--- src/rtl/mips32_pkg.sv ---
// Shared constants for the MIPS32 core: opcodes, instruction classes and the
// program-loader frame format and FSM encoding.
package mips32_pkg;

  localparam logic [5:0] OP_RTYPE = 6'h00;
  localparam logic [5:0] OP_J     = 6'h02;
  localparam logic [5:0] OP_JAL   = 6'h03;
  localparam logic [5:0] OP_BEQ   = 6'h04;
  localparam logic [5:0] OP_ADDI  = 6'h08;
  localparam logic [5:0] OP_LW    = 6'h23;
  localparam logic [5:0] OP_SW    = 6'h2B;

  typedef enum logic [1:0] {
    INSN_R,
    INSN_I,
    INSN_J
  } insn_type_t;

  function automatic insn_type_t insn_type_of(input logic [5:0] opcode);
    if (opcode == OP_RTYPE) return INSN_R;
    if (opcode == OP_J || opcode == OP_JAL) return INSN_J;
    return INSN_I;
  endfunction

  localparam logic [7:0]  SYNC_BYTE = 8'hA5;
  localparam logic [15:0] MAX_WORDS = 16'd1024;

  typedef enum logic [2:0] {
    IDLE,
    A_HI,
    A_LO,
    C_HI,
    C_LO,
    DATA,
    CSUM,
    FIN
  } ld_state_t;

endpackage

--- src/rtl/word_packer.sv ---
// Packs accepted data bytes big-endian into 32-bit words and keeps the
// running XOR checksum of every data byte in the frame.
module word_packer
  import mips32_pkg::*;
(
  input  logic        clk1,
  input  logic        rst,
  input  logic        clear,
  input  logic        byte_en,
  input  logic [7:0]  byte_in,
  output logic [31:0] word,
  output logic        word_last,
  output logic [7:0]  csum
);

  logic [23:0] shift;
  logic [1:0]  idx;

  always_ff @(posedge clk1) begin
    if (rst || clear) begin
      shift <= '0;
      idx   <= '0;
      csum  <= '0;
    end else if (byte_en) begin
      shift <= {shift[15:0], byte_in};
      idx   <= idx + 1'b1;
      csum  <= csum ^ byte_in;
    end
  end

  // The complete word includes the byte being accepted this cycle.
  assign word      = {shift, byte_in};
  assign word_last = (idx == 2'd3);

endmodule

--- src/rtl/mem_prog_loader.sv ---
// Receives a framed program image over a byte stream and writes it into the
// instruction memory, holding the CPU until the frame finishes.
// Handshake: a byte transfers on a rising edge where in_valid && in_ready;
// in_data must be stable while in_valid is high and not yet accepted.
module mem_prog_loader
  import mips32_pkg::*;
#(
  parameter int         ADDR_W = 10,
  parameter logic [7:0] SYNC   = SYNC_BYTE
) (
  input  logic              clk1,
  input  logic              rst,
  input  logic [7:0]        in_data,
  input  logic              in_valid,
  output logic              in_ready,
  output logic              mem_we,
  output logic [ADDR_W-1:0] mem_addr,
  output logic [31:0]       mem_wdata,
  output logic              cpu_hold,
  output logic              done,
  output logic              error,
  output logic [2:0]        dbg_state
);

  ld_state_t         state, state_nx;
  logic              accept;
  logic [7:0]        hi_q;
  logic [15:0]       field16;
  logic [ADDR_W-1:0] addr;
  logic [10:0]       cnt;
  logic [31:0]       word;
  logic              word_last;
  logic [7:0]        csum;

  assign accept    = in_valid && in_ready;
  assign field16   = {hi_q, in_data};
  assign in_ready  = (state != FIN);
  assign cpu_hold  = (state != IDLE);
  assign done      = (state == FIN);
  assign dbg_state = state;

  word_packer u_packer (
    .clk1      (clk1),
    .rst       (rst),
    .clear     (accept && state == IDLE && in_data == SYNC),
    .byte_en   (accept && state == DATA),
    .byte_in   (in_data),
    .word      (word),
    .word_last (word_last),
    .csum      (csum)
  );

  always_ff @(posedge clk1) begin
    if (rst) state <= IDLE;
    else     state <= state_nx;
  end

  always_comb begin
    state_nx = state;
    case (state)
      IDLE: if (accept && in_data == SYNC) state_nx = A_HI;
      A_HI: if (accept) state_nx = A_LO;
      A_LO: if (accept) state_nx = C_HI;
      C_HI: if (accept) state_nx = C_LO;
      C_LO: if (accept) begin
        if (field16 > MAX_WORDS)  state_nx = IDLE;
        else if (field16 == '0)   state_nx = CSUM;
        else                      state_nx = DATA;
      end
      DATA: if (accept && word_last && cnt == 11'd1) state_nx = CSUM;
      CSUM: if (accept) state_nx = (in_data == csum) ? FIN : IDLE;
      FIN:  state_nx = IDLE;
      default: state_nx = IDLE;
    endcase
  end

  // Address, count and memory-port registers; mem_we is a one-cycle strobe.
  always_ff @(posedge clk1) begin
    if (rst) begin
      hi_q      <= '0;
      addr      <= '0;
      cnt       <= '0;
      mem_we    <= 1'b0;
      mem_addr  <= '0;
      mem_wdata <= '0;
      error     <= 1'b0;
    end else begin
      mem_we <= 1'b0;
      if (accept) begin
        case (state)
          IDLE: if (in_data == SYNC) error <= 1'b0;
          A_HI, C_HI: hi_q <= in_data;
          A_LO: addr <= field16[ADDR_W-1:0];
          C_LO: begin
            cnt <= field16[10:0];
            if (field16 > MAX_WORDS) error <= 1'b1;
          end
          DATA: if (word_last) begin
            mem_we    <= 1'b1;
            mem_addr  <= addr;
            mem_wdata <= word;
            addr      <= addr + 1'b1;
            cnt       <= cnt - 1'b1;
          end
          CSUM: if (in_data != csum) error <= 1'b1;
          default: ;
        endcase
      end
    end
  end

endmodule

--- config.mk ---
export PLATFORM = sky130hd
export DESIGN_NAME = mem_prog_loader
export DESIGN_NICKNAME = d
export VERILOG_FILES = /design/src/rtl/mips32_pkg.sv /design/src/rtl/word_packer.sv /design/src/rtl/mem_prog_loader.sv
export SDC_FILE = /design/constraint.sdc
export NUM_CORES = 1
export LEC_CHECK = 0
export CAP_MARGIN = 20
export CORE_MARGIN = 3
export CORE_UTILIZATION = 49
export DETAILED_ROUTE_END_ITERATION = 8
export GPL_TIMING_DRIVEN = 0
export PLACE_DENSITY = 0.75
export SLEW_MARGIN = 15
export SYNTH_ARGS = -nofsm -noshare
export SYNTH_HDL_FRONTEND = slang
export SYNTH_SLANG_ARGS = --single-unit
--- constraint.sdc ---
create_clock -name clk1 -period 1.76 [get_ports clk1]
set_input_delay 0.352 -clock clk1 [delete_from_list [all_inputs] [get_ports clk1]]
set_output_delay 0.352 -clock clk1 [all_outputs]
set_load 0.01 [all_outputs]
==> flow_summary.yaml, run 1 <==
clock_network:
  clock-sinks: 110
  cts_root_buffer: "clkbuf_8"
  numCtsBuffers: 9
  cts_tree: "done"
  cts_buffer_depth: 2
  clk_latency_ns: 0.37
  clkTransAtPathRegs_ns: 0.11
  h-tree-depth: 3
global_route:
  grtUsageMet1_pct: 33.65
  grt_pass1_vias: 4152
  grt_busiest_layer: "met2"
  use_met3_pct: 4.359
  gr-total-overflow: 0
  grt_pass1_wl_um: 20400
  grt_max_degree: 20
  use_met2_pct: 39.36
  antenna_found_initial: 0
  grt_usage_pct: 24.58
place:
  dpl.hpwl_um: 9126
  port_buffers: 56
  placed_cell_area_um2: 5368
  gp_congestion: 0.9049
worst_setup_path:
  required_ns: 2.06
  cp-start-kind: "register"
  crit_type: "register to register"
  slowest_stage: "or3_4"
  end_kind: "register"
  arrival_ns: 2.10
  max_stage_delay_ns: 0.40
  worstPathMaxFanout: 5
  cp_cell_sequence: "ha_4 -> nor2b_4 -> or3_4 -> nor2_4 -> buf_6 -> buf_8 -> nand2_4 -> a21oi_2"
logic_synthesis:
  syn_inst: 593
  synthesis.nets: 608
  synth_area_leader_cell: "dfxtp_1"
  yosysMostFrequentCell: "nand2_1"
  syn_area_per_cell_um2: 7.841
  synth_seq_cells: 110
  synth-edff-count: 0
  synth_top_area_share_pct: 47.36
  synth-seq-area-share_pct: 47.36
  yosys_warnings: 0
  synth_area_leaders: "dfxtp_1 47%, nand2_1 13%, a21oi_1 10%"
  async_reset_ff_share_pct: 0
  ys.flop_type: "dfxtp_1"
  synth_commonest_cells: "156 x nand2_1, 110 x dfxtp_1, 97 x a21oi_1"
  syn_area_um2: 4649
  ys_types: 48
power_and_ir_drop:
  switching_share_pct: 26.18
  p_per_area_nw_per_um2: 701.9
  p_int_mw: 3.163
  p_leak_nw: 2.277
  p_comb_share_pct: 7.3
  totalPowerFinal_mw: 4.285
  ir_drop_mv: 0.5460
  p_clk_share_pct: 33.7
  seq_power_share_pct: 58.9
  p_sw_mw: 1.122
final_layout:
  syn_to_final_growth_pct: 31.30
  n_fill_cell: 741
  fin_util_pct: 68.01
  diodes: 0
  drive_above_1_share_pct: 18.45
  stdcell_area_um2: 6105
  fin_nets: 693
timing:
  fin_crit_ns: 1.801
  tightest_slew_ns: 0.8451
  slew_violations: 0
  hold_slack_ns: 0.4361
  fin_crit_sh_pct: 102.3
  max-slew-margin-rel_pct: 43.66
  fmax_mhz: 555.3
  fin_ws_ns: -0.04078
  rsz0062_at_grt: "true"
  setup_viol: 11
  hold_violations: 0
  fin_skew_ns: 0.008526
  finalSetupTns_ns: -0.2803
detailed_routing:
  routedWlPerCell_um: 16.57
  ant_nets: 0
  drc: 0
  initialDrtViolationCount: 408
  drt-vias-per-instance: 5.585
  finalWirelength_um: 13410
  vias: 4518
  drtPass1Iterations: 5
job:
  cap_violations: 0
die:
  core_area_um2: 8976
  die_h_um: 103.4
  fp-row-count: 34
  initial_utilization_pct: 51.80
  ios: 61
  dieWidth_um: 103.4
  dieArea_um2: 10690
run_status:
  violations: "setup timing"
  status: "finished, violations left"
worst_hold_path:
  min_path_type: "input pin to register"
-- final timing paths --
check | endpoint | depth (start not counted) | startpoint | slack, ns
hold / removal | mem_wdata[0] | 3 | in_data[0] | 0.44
setup / recovery | mem_wdata[8] | 8 | u_packer.idx[0] | -0.04
setup reg to reg | mem_wdata[8] | 8 | u_packer.idx[0] | -0.04
hold reg to reg | mem_wdata[30] | 2 | mem_wdata[30] | 0.46
-- state kept, by name, indices dropped and copies added, names as in the netlist --
signal / count
addr: 10
cnt: 11
dbg_state: 3
error: 1
hi_q: 8
mem_addr: 10
mem_wdata: 32
mem_we: 1
u_packer.csum: 8
u_packer.idx: 2
u_packer.shift: 24
-- logic make-up after synthesis --
family	synth area share, %
simple gates	24.11
compound gates	18.08
flops	47.36
buf+inv	4.252
xor+xnor	3.391
mux	1.722
fa+ha+maj	1.076
-- layout by cell type (no fill, tap or decap), types with 4 or more instances in the layout --
| cell | synthesis | layout |
|---|---|---|
| nand2_1 | 156 | 144 |
| dfxtp_1 | 110 | 100 |
| a21oi_1 | 97 | 88 |
| clkdlybuf4s50_1 | 0 | 48 |
| nor2_1 | 46 | 42 |
| buf_4 | 0 | 20 |
| o21ai_0 | 15 | 13 |
| clkbuf_1 | 28 | 11 |
| a21oi_2 | 1 | 10 |
| xor2_1 | 10 | 10 |
| clkbuf_2 | 0 | 10 |
| clkbuf_8 | 0 | 9 |
| nand3_1 | 8 | 8 |
| nand2_4 | 0 | 8 |
| xnor2_1 | 8 | 8 |
| mux2i_1 | 8 | 8 |
| clkbuf_4 | 0 | 7 |
| inv_1 | 6 | 6 |
| nand3b_1 | 6 | 6 |
| buf_6 | 0 | 6 |
| nor3_1 | 10 | 6 |
| dfxtp_2 | 0 | 6 |
| a21o_1 | 5 | 5 |
| and3_1 | 5 | 5 |
| dlygate4sd2_1 | 0 | 5 |
| nand2_2 | 0 | 4 |
| a31oi_1 | 4 | 4 |
| a211oi_1 | 4 | 4 |
| o21ai_1 | 3 | 4 |
| a22oi_1 | 4 | 4 |
| dfxtp_4 | 0 | 4 |
-- cell type report --
cell class                      instances  area, um^2  share of cell area (%)
Sequential cell                       110        2225                   36.44
Multi-Input combinational cell        435        2507                   41.07
Timing Repair Buffer                   78       758.2                   12.42
Clock buffer                           10       127.6                   2.091
Tap cell                              126       157.7                   2.582
Buffer                                 38       251.5                   4.120
Clock inverter                          6       55.05                  0.9018
Inverter                                6       22.52                  0.3689
-- power groups by stage --
| stage | combinational [mW] | clock [mW] | sequential [mW] |
|---|---|---|---|
| floorplan | 0.169 | 0 | 2.57 |
| global placement | 0.270 | 0 | 2.57 |
| detailed placement | 0.274 | 0 | 2.57 |
| CTS | 0.301 | 1.45 | 2.51 |
| global route | 0.338 | 1.55 | 2.53 |
| finish | 0.314 | 1.45 | 2.52 |
-- per-stage QoR --
stage,setup WS [ns],instances
floorplan,0.06360,593
global placement,-0.6332,775
detailed placement,-0.7374,775
CTS,-0.05261,802
global route,-0.08022,809
finish,-0.04078,809
-- critical path, delay by kind of cell (launching register included) --
| kind | cells | cell delay (ns) |
|---|---|---|
| compound gates | 1 | 0.13 |
| flops | 1 | 0.38 |
| buf+inv | 2 | 0.32 |
| fa+ha+maj | 1 | 0.19 |
| simple gates | 4 | 0.71 |
-- repair_timing --
action                                  4_1_cts  5_1_grt
gates cloned                                  0        1
endpoints found under the setup margin      110      100
pin swaps                                    11       27
gates resized for setup                      70       85
buffers inserted                             12        9
hold buffers                                  0        0
-- routing by layer --
| layer | wire (um) | part of all wire [%] | vias to the layer above |
|---|---|---|---|
| met2 | 6415 | 48 | 172 |
| met3 | 1015 | 7.6 | 28 |
| met1 | 5705 | 43 | 2138 |
| met4 | 269 | 2.0 | 0 |
| met5 | 0 | 0 | - |
| li1 | - | - | 2180 |
No activity file was read; power rests on OpenSTA's default activity.
==> run 2: changes to the inputs <==
--- a/config.mk
+++ b/config.mk
@@ -5,12 +5,11 @@
 export SDC_FILE = /design/constraint.sdc
 export NUM_CORES = 1
 export LEC_CHECK = 0
-export CAP_MARGIN = 20
 export CORE_MARGIN = 3
 export CORE_UTILIZATION = 49
 export DETAILED_ROUTE_END_ITERATION = 8
 export GPL_TIMING_DRIVEN = 0
-export PLACE_DENSITY = 0.75
+export PLACE_DENSITY = 0.72
 export SLEW_MARGIN = 15
 export SYNTH_ARGS = -nofsm -noshare
 export SYNTH_HDL_FRONTEND = slang
==> constraint.sdc (replaced) <==
create_clock -name clk1 -period 1.85 [get_ports clk1]
set_input_delay 0.37 -clock clk1 [delete_from_list [all_inputs] [get_ports clk1]]
set_output_delay 0.37 -clock clk1 [all_outputs]
set_load 0.01 [all_outputs]
==> flow_summary.yaml, run 2 (synthesized netlist as in run 1, its figures left out) <==
place:
  dpl.hpwl_um: 8827
  dpl.cell_count: 775
  port_buffers: 56
  gp_congestion: 0.9199
global_route:
  use_met2_pct: 37.70
  grt_max_degree: 20
  grt_pass1_vias: 4112
  antenna_found_initial: 0
  grtUsageMet1_pct: 34.17
  grt_pass1_wl_um: 20170
  grt_busiest_layer: "met2"
  gr-total-overflow: 0
  grt_usage_pct: 24.03
  use_met3_pct: 2.616
final_layout:
  final_common_cell: "nand2_1"
  fin_util_pct: 64.57
  largest_register_ffs: 32
  fin_nets: 680
  top_register: "mem_wdata"
  top_regs: "mem_wdata (32), u_packer.shift (24), cnt (11)"
  diodes: 0
  stdcell_count: 796
  drive_above_1_share_pct: 11.94
  n_fill_cell: 814
  final_cell_mix: "154 x nand2_1, 105 x dfxtp_1, 97 x a21oi_1"
  syn_to_final_growth_pct: 24.65
worst_setup_path:
  worstPathMaxFanout: 5
  end_kind: "register"
  rr_worst_depth: 6
  ff2ff_setup_slack_ns: 0.06
  crit_type: "register to register"
  arrival_ns: 2.03
  critPathBufInv: 1
  cp_top_family: "simple AND/OR/NAND/NOR gates"
  max_stage_delay_ns: 0.56
  required_ns: 2.09
  reg2reg_to: "cnt[9]"
  crit-reg2reg-launch: "cnt[4]"
  slowest_stage: "or4_4"
  cp-start-kind: "register"
  cp_cell_sequence: "or4_4 -> buf_4 -> nor3_1 -> o21ai_1 -> a22oi_1 -> nor2_1"
job:
  cap_violations: 0
detailed_routing:
  vias: 4450
  drtPass1Iterations: 6
  routedWlPerCell_um: 15.89
  initialDrtViolationCount: 351
  finalWirelength_um: 12650
  ant_nets: 0
  drc: 0
  drt-vias-per-instance: 5.590
die:
  fp-row-count: 34
  dieArea_um2: 10690
  ios: 61
  initial_utilization_pct: 51.80
  core_area_um2: 8976
  die_h_um: 103.4
  dieWidth_um: 103.4
clock_network:
  numCtsBuffers: 9
  clock-sinks: 110
  cts_buffer_depth: 2
  ctsHoldBuffers: 0
  clkTransAtPathRegs_ns: 0.12
  cts_root_buffer: "clkbuf_8"
  h-tree-depth: 3
  cts_tree: "done"
  clk_latency_ns: 0.38
worst_hold_path:
  holdPathEnd: "mem_wdata[6]"
  min_path_type: "input pin to register"
  hp-start: "in_data[6]"
  whs_path_depth: 3
run_status:
  status: "complete, no violations"
timing:
  setup_viol: 0
  fin_crit_ns: 1.792
  fin_crit_sh_pct: 96.84
  hold_violations: 0
  slew_violations: 0
  max-slew-margin-rel_pct: 55.30
  fmax_mhz: 558.2
  rsz0062_at_grt: "true"
  hold_slack_ns: 0.4323
  tightest_slew_ns: 0.6705
  fin_skew_ns: 0.01562
  finalSetupTns_ns: 0
power_and_ir_drop:
  ir_drop_mv: 0.5458
  p_per_area_nw_per_um2: 726.1
  p_leak_nw: 2.060
==> run 2: cell count changes in the layout (fill, tap and decap cells not counted), sizes merged <==
cell,before,now
buf,33,24
clkbuf,38,34
clkinv,2,0
inv,8,10
bufinv,0,1
clkdlybuf4s15,2,1
clkinvlp,2,1
dlygate4sd2,5,6
==> run 2: how the worst max path moves through the flow <==
stage / startpoint / end / cells after the start
floorplan: cnt[4] / dbg_state[1] / 6
global placement: in_data[1] / u_packer.csum[1] / 6
detailed placement: in_data[1] / u_packer.shift[19] / 6
CTS: dbg_state[0] / cpu_hold / 5
global route: u_packer.idx[0] / mem_wdata[3] / 7
finish: cnt[4] / cnt[9] / 6
==> run 2: through the flow <==
step / area (um^2) / setup WS (ns) / power, mW
after global routing: 5796 / -0.03482 / 4.317
after CTS: 5694 / -0.06720 / 4.188
after global placement: 5368 / -0.6034 / 2.703
after floorplan: 4649 / 0.1536 / 2.606
final: 5796 / 0.05849 / 4.208
after detailed placement: 5368 / -0.6253 / 2.707
==> run 2: area by class of cell <==
| cell class | count | area (um^2) | share of cell area (%) |
|---|---|---|---|
| Clock buffer | 10 | 127.6 | 2.202 |
| Tap cell | 126 | 157.7 | 2.720 |
| Inverter | 6 | 22.52 | 0.3886 |
| Clock inverter | 6 | 75.07 | 1.295 |
| Timing Repair Buffer | 63 | 601.8 | 10.38 |
| Sequential cell | 110 | 2211 | 38.15 |
| Buffer | 40 | 234.0 | 4.037 |
| Multi-Input combinational cell | 435 | 2366 | 40.82 |
==> run 2: metal layers <==
layer,share of wire [%],routed length (um),vias to the layer above
li1,-,-,2161
met1,46,5774,2102
met2,46,5848,158
met3,6.0,764,29
met4,2.0,258,0
met5,0,0,-
==> run 2: where the power goes <==
group          internal, mW  total [mW]  switching (mW)
Sequential             2.38        2.39          0.0121
Combinational         0.110       0.296           0.185
Clock                 0.652        1.52           0.867
==> run 2: tightest hold or removal path, cell delays in order <==
cell      delay (ns)
clkbuf_1        0.22
nand2_1         0.12
a21oi_1         0.06
==> run 2: what timing repair did <==
item / in CTS / in global routing
buffers inserted: 4 / 2
endpoints found under the setup margin: 100 / 92
pin swaps: 7 / 6
resized for setup: 45 / 43
cloned: 0 / 1
